### config.mk
export PLATFORM = sky130hd
export DESIGN_NAME = pipe_stage_reg
export DESIGN_NICKNAME = d
export VERILOG_FILES = /design/src/rtl/pipe_pkg.sv /design/src/rtl/sat_counter.sv /design/src/rtl/pipe_stage_reg.sv
export SDC_FILE = /design/constraint.sdc
export NUM_CORES = 1
export LEC_CHECK = 0
export CAP_MARGIN = 20
export CORE_MARGIN = 2
export CORE_UTILIZATION = 35
export CTS_BUF_LIST = sky130_fd_sc_hd__clkbuf_16
export CTS_CLUSTER_SIZE = 30
export DETAILED_ROUTE_END_ITERATION = 8
export PLACE_DENSITY = 0.69
export SYNTH_ARGS = -nofsm -noshare
export SYNTH_HDL_FRONTEND = slang
export SYNTH_SLANG_ARGS = --single-unit
### constraint.sdc
create_clock -name clk -period 1.8 [get_ports clk]
set_input_delay 0.18 -clock clk [delete_from_list [all_inputs] [get_ports clk]]
set_output_delay 0.18 -clock clk [all_outputs]
set_load 0.01 [all_outputs]
### src/rtl/pipe_pkg.sv
// rtl/pipe_pkg.sv - shared pipeline-stage types, bundle widths and field offsets
package pipe_pkg;

    typedef enum logic [1:0] {
        ST_EMPTY = 2'd0,
        ST_FULL  = 2'd1,
        ST_SKID  = 2'd2
    } pipe_state_t;

    // Inter-stage bundle widths
    localparam int IF_ID_W  = 64;
    localparam int ID_EX_W  = 110;
    localparam int EX_MEM_W = 104;
    localparam int MEM_WB_W = 71;

    // MEM/WB field layout, shared by the stage packer and unpacker
    localparam int MEM_WB_RESULT_LSB = 0;
    localparam int MEM_WB_RESULT_W   = 32;
    localparam int MEM_WB_PC_LSB     = 32;
    localparam int MEM_WB_PC_W       = 32;
    localparam int MEM_WB_RD_LSB     = 64;
    localparam int MEM_WB_RD_W       = 5;
    localparam int MEM_WB_WE_BIT     = 69;
    localparam int MEM_WB_LIVE_BIT   = 70;

endpackage

### src/rtl/sat_counter.sv
// rtl/sat_counter.sv - saturating event counter with synchronous reset
module sat_counter #(
    parameter int W = 16
) (
    input  logic         clk,
    input  logic         rst,
    input  logic         inc,
    output logic [W-1:0] count
);

    localparam logic [W-1:0] ONE = {{(W-1){1'b0}}, 1'b1};

    // Count events, sticking at all-ones rather than wrapping
    always_ff @(posedge clk) begin
        if (rst) begin
            count <= '0;
        end else if (inc && (count != {W{1'b1}})) begin
            count <= count + ONE;
        end
    end

endmodule

### src/rtl/pipe_stage_reg.sv
// rtl/pipe_stage_reg.sv - valid/ready pipeline stage register with skid buffer and flush
module pipe_stage_reg
    import pipe_pkg::*;
#(
    parameter int               WIDTH          = 71,
    parameter logic [WIDTH-1:0] RESET_VAL      = '0,
    parameter bit               CLEAR_ON_FLUSH = 1'b1,
    parameter int               CNT_W          = 16
) (
    input  logic             clk,
    input  logic             rst,
    input  logic             flush,
    input  logic             in_valid,
    output logic             in_ready,
    input  logic [WIDTH-1:0] in_data,
    output logic             out_valid,
    input  logic             out_ready,
    output logic [WIDTH-1:0] out_data,
    output logic [CNT_W-1:0] stall_cnt
);

    pipe_state_t      state_q, state_d;
    logic [WIDTH-1:0] main_q, main_d;
    logic [WIDTH-1:0] skid_q, skid_d;
    logic             accept, consume;

    // Handshake outputs decode only from registered state
    assign out_valid = (state_q != ST_EMPTY);
    assign in_ready  = (state_q != ST_SKID);
    assign out_data  = main_q;
    assign accept    = in_valid & in_ready;
    assign consume   = out_valid & out_ready;

    // Next-state and storage updates; flush overrides the normal transitions
    always_comb begin
        state_d = state_q;
        main_d  = main_q;
        skid_d  = skid_q;
        case (state_q)
            ST_EMPTY: begin
                if (accept) begin
                    state_d = ST_FULL;
                    main_d  = in_data;
                end
            end
            ST_FULL: begin
                if (accept && consume) begin
                    main_d = in_data;
                end else if (accept) begin
                    state_d = ST_SKID;
                    skid_d  = in_data;
                end else if (consume) begin
                    state_d = ST_EMPTY;
                end
            end
            ST_SKID: begin
                // The skid entry is the younger one, so it only ever moves into main
                if (consume) begin
                    state_d = ST_FULL;
                    main_d  = skid_q;
                end
            end
            default: begin
                state_d = ST_EMPTY;
            end
        endcase
        if (flush) begin
            state_d = ST_EMPTY;
            main_d  = CLEAR_ON_FLUSH ? RESET_VAL : main_q;
            skid_d  = skid_q;
        end
    end

    // State and data registers
    always_ff @(posedge clk) begin
        if (rst) begin
            state_q <= ST_EMPTY;
            main_q  <= RESET_VAL;
            skid_q  <= '0;
        end else begin
            state_q <= state_d;
            main_q  <= main_d;
            skid_q  <= skid_d;
        end
    end

    sat_counter #(
        .W (CNT_W)
    ) u_stall_cnt (
        .clk   (clk),
        .rst   (rst),
        .inc   (out_valid & ~out_ready),
        .count (stall_cnt)
    );

endmodule

After elaboration in Yosys (flattened, before gate mapping)
Index checks and enable logic that the tools add are counted.
- add/subtract/negate cells: 1
- eq/ne operators: 9
- multiplexer cells: 10
- bitwise logic cells: 6
- reductions and logical operators: 9
- operators with widths (cell ; count):
    $mux 71 ; 3
    $pmux 71 s3 ; 1
    $add 16x1->16 const B ; 1
    $ne 16x16->1 const B ; 1
    $reduce_and 4->1 ; 3
    $mux 2 ; 5
    $ne 2x2->1 const B ; 5
    $pmux 2 s3 ; 1
    $and 1x1->1 ; 3
    $ne 3x3->1 const B ; 1
    $not 1->1 ; 3
    $reduce_bool 3->1 ; 1
    $eq 2x1->1 const B ; 1
    $eq 2x2->1 const B ; 1
    $logic_and 1x1->1 ; 2
    $logic_not 2->1 ; 1
    $reduce_bool 2->1 ; 1
    $reduce_or 2->1 ; 1
- bits in registers: 160
- input bits: 76
- output and inout bits: 89
- logic and storage cells: 39

Logic depth before layout (Yosys ltp)
- depth in word-level cells: 6
- depth in mapped cells: 6

Cells and area by module
A second synthesis with hierarchy kept.
- cell total of the unflattened synthesis: 775
- area, all modules: 7472.2 um2
- modules (own cells, without submodules) (module ; instances ; cells an instance ; area an instance (um2) ; sequential area each (um2)):
    pipe_stage_reg ; 1 ; 676 ; 6623.9 ; 2882.8
    sat_counter ; 1 ; 99 ; 848.3 ; 320.3

Least setup slack after synthesis
No wires, ideal clock.
- kind: register to register
- start point: register state_q[1]
- end point: register u_stall_cnt.count[11]
- library setup time: 0.071 ns
- data arrival time: 1.785 ns
- data required time: 1.729 ns
- setup slack: -0.055 ns
- cell stages (with the launch flop): 6
- path buffers: 1
- period minus slack after synthesis: 1.855 ns
- cell sequence: dfxtp_1 > o21bai_2 > or4_1 > buf_2 > or4_1 > a21oi_1
- cells in the longest elaborated chain, start to end: 3
- ends and longest elaborated chain (element ; line ; text):
    start: declaration ; pipe_stage_reg.sv:22 ; pipe_state_t state_q, state_d;
    start signal: assignment ; pipe_stage_reg.sv:81 ; state_q <= state_d;
    $reduce_bool 2->1 ; pipe_stage_reg.sv:28 ; assign out_valid = (state_q != ST_EMPTY);
    $and 1x1->1 ; pipe_stage_reg.sv:92 ; .inc (out_valid & ~out_ready),
    $logic_and 1x1->1 ; sat_counter.sv:17 ; end else if (inc && (count != {W{1'b1}})) begin
    end signal: assignment ; sat_counter.sv:18 ; count <= count + ONE;
    end: declaration ; sat_counter.sv:8 ; output logic [W-1:0] count
Every way passes these cells.
A chain may end at the register's enable or synchronous reset.

Final worst setup path
- start point: register u_stall_cnt.count[6]
- end point: register u_stall_cnt.count[15]
- cells in the longest elaborated chain, start to end: 2
- elaborated cells between the ends (all ways): 3
- ends and longest elaborated chain (element):
    parallel branches: the longest is 2 deep, another holds $add 16x1->16
Parallel ways; which one is timed is not known.

==> results.txt <==
Status -> complete, no violations
Synth warnings -> 0
WL met3 -> 837 µm
Worst slew margin -> 71.8%
Peak VDD IR -> 664 µV
IO Port Bufs -> 164
Total grt overflow -> 0
Layout Skew -> 0.00637 ns
DIE AREA -> 19500 µm²
Root Driver -> clkbuf_16
Initial DRC Count -> 217
DR DRC count -> 0
Via count -> 5739
Setup TNS -> 0 ns
Routed WL per cell -> 14.7 µm
Hold-fix buffers at CTS -> 0
Fin. max-slew vios -> 0
Net Sw Frac -> 22.2%
Cell taking the most area after synthesis -> dfxtp_1
Clock transition at the registers of the reported paths -> 0.07 ns
Pwr dens -> 938 nW/µm²
Final core occ -> 52.2%
Cells after Synth -> 741
Most instantiated cells after synthesis -> dfxtp_1 (160), nand2_1 (153), a21oi_1 (80)
WS Path Type -> reg2reg
Int Power -> 6.86 mW
# IOs -> 165
Synth top area cells -> dfxtp_1 (50%), mux2i_1 (11%), nand2_1 (8.9%)
Layout cells sized above 1 -> 10.7%
TritonCTS Buffers -> 17
WL met1 -> 7570 µm
Max-cap violations -> 0
Yosys reg bits -> 160
Crit path launch type -> flop
Area Growth Syn to Fin -> 46.0%
Synth Flop Type -> dfxtp_1
Highest routed layer -> met5
Number of global-route vias before repair -> 5382
Setup Buffers After CTS -> 0
Crit path DAT -> 2.06 ns
CTS tree -> built
Routed Antenna Nets -> 0
Top-count cell post-synth -> dfxtp_1
Via/cell ratio -> 4.98
Sequential share of the synthesized area -> 49.7%
Syn Area/Cell -> 8.69 µm²
H-tree depth -> 4
Ys async rst share -> 0%
Clock buffer depth -> 2
Initial Util -> 35.7%
Global-route wire length before repair -> 27400 µm
Hold Fails Final Rpt -> 0
Clock Latency Late Sink -> 0.42 ns
Horiz. Die Dim -> 140 µm
Crit. End Element -> flop
WP data required -> 2.13 ns
Dpl hpwl -> 11400 µm
Sequential share of power -> 41.7%
Routed WL -> 16900 µm
Placement Cell Area -> 8670 µm²
Clock Power Share -> 48.7%
Post-synth EDFFs -> 0
Tot GR Track Use -> 17.3%
Final Setup Violations -> 0
Post-route design area -> 9400 µm²
Net switching power figure -> 1.96 mW
Number of diodes -> 0
Total power -> 8.82 mW
Worst-Margin Slew -> 0.420 ns
CTS Sinks -> 160
Fin crit period -> 1.73 ns
Drt first pass iters -> 4
Wire length on met2 -> 8170 µm
Worst Path Max Fanout -> 6
Post-synth top area share -> 49.7%
Comb pwr share -> 9.5%
Synth cell types -> 39
Core area -> 18000 µm²
Syn_nets -> 818
Largest net degree at the start of global routing -> 51
Final net count -> 987
Min-Delay Path Class -> in2reg
Antenna violations before repair -> 1
Period utilisation layout -> 96.2%
GPL Wtd Cong -> 0.786
Die Y -> 140 µm
Cell area after synthesis -> 6440 µm²
Leakage -> 3.78 nW
Row count -> 49
Fmax -> 578 MHz
## registers in the layout (all words and copies together) (netlist names)
name / cells
u_stall_cnt.count: 16
out_data: 71
skid_q: 71
state_q: 2
## worst paths after layout
kind         cells past startpoint  slack, ns                    end                  from
max                              5       0.07  u_stall_cnt.count[15]  u_stall_cnt.count[6]
min                              2       0.03  u_stall_cnt.count[14]                   rst
max reg2reg                      5       0.07  u_stall_cnt.count[15]  u_stall_cnt.count[6]
min reg2reg                      2       0.45             skid_q[39]            skid_q[39]
## cell type report
type	count	area [µm²]
fill	1712	8620
sequential	160	3210
multi-input combinational	521	3050
timing repair buffer	208	2150
clock buffer	17	425
tap	229	287
clock inverter	15	277
inverter	2	7.51
## metrics by stage
stage,hold slack (ns),std cells,worst slack (ns)
2_1_floorplan,0.245,741,0.00650
3_3_place_gp,0.440,1120,-0.255
3_5_place_dp,0.446,1120,-0.302
4_1_cts,0.00791,1152,0.0251
5_1_grt,0.0177,1152,-0.00334
6_report,0.0314,1152,0.0688
## kinds of logic (layout without fill, tap and decap cells)
| logic type | Yosys count | in the layout | share of synthesized area [%] |
|---|---|---|---|
| adder cells (fa/ha/maj) | 1 | 1 | 0.194 |
| buffers and inverters | 60 | 242 | 3.65 |
| AO/OA/AOI/OAI | 178 | 178 | 17.6 |
| flip-flops | 160 | 160 | 49.7 |
| AND/OR/NAND/NOR | 268 | 268 | 17.3 |
| multiplexers | 74 | 74 | 11.5 |
## power by group through the flow
| stage | sequential (mW) | combinational [mW] | clock [mW] |
|---|---|---|---|
| 2_1_floorplan | 3.79 | 0.303 | 0 |
| 3_3_place_gp | 3.76 | 0.838 | 0 |
| 3_5_place_dp | 3.76 | 0.846 | 0 |
| 4_1_cts | 3.68 | 0.849 | 4.39 |
| 5_1_grt | 3.69 | 0.917 | 4.53 |
| 6_report | 3.68 | 0.840 | 4.30 |
## routing by layer
metal	global-route usage [%]	vias up
li1	-	2939
met1	21.6	2660
met2	28.9	119
met3	4.44	19
met4	6.26	2
met5	0	-
## critical path, cell delays in order, from the launching register on
cell,delay (ns)
dfxtp_2,0.37
nand3_1,0.12
or4_4,0.50
buf_4,0.17
buf_4,0.14
o41ai_2,0.32
## layout by cell type (no fill, tap or decap), types with 4 or more instances in the layout
cell             instances
bufinv_16                7
dfxtp_1                153
buf_4                   30
mux2i_1                 73
a21oi_1                 80
o21ai_0                  4
nor3_1                   5
nor2_1                  73
nand2_1                153
clkbuf_16               17
inv_6                    4
dfxtp_2                  7
buf_12                  14
a211oi_1                74
o31ai_1                  4
nand3_1                  7
or4_1                    4
clkdlybuf4s50_1        161
## repair_timing
action,4_1_cts,5_1_grt
endpoints found under the setup margin,2,27
pin swaps,0,0
gates resized for setup,2,6
Note: power is estimated with default switching activity, not from simulation.
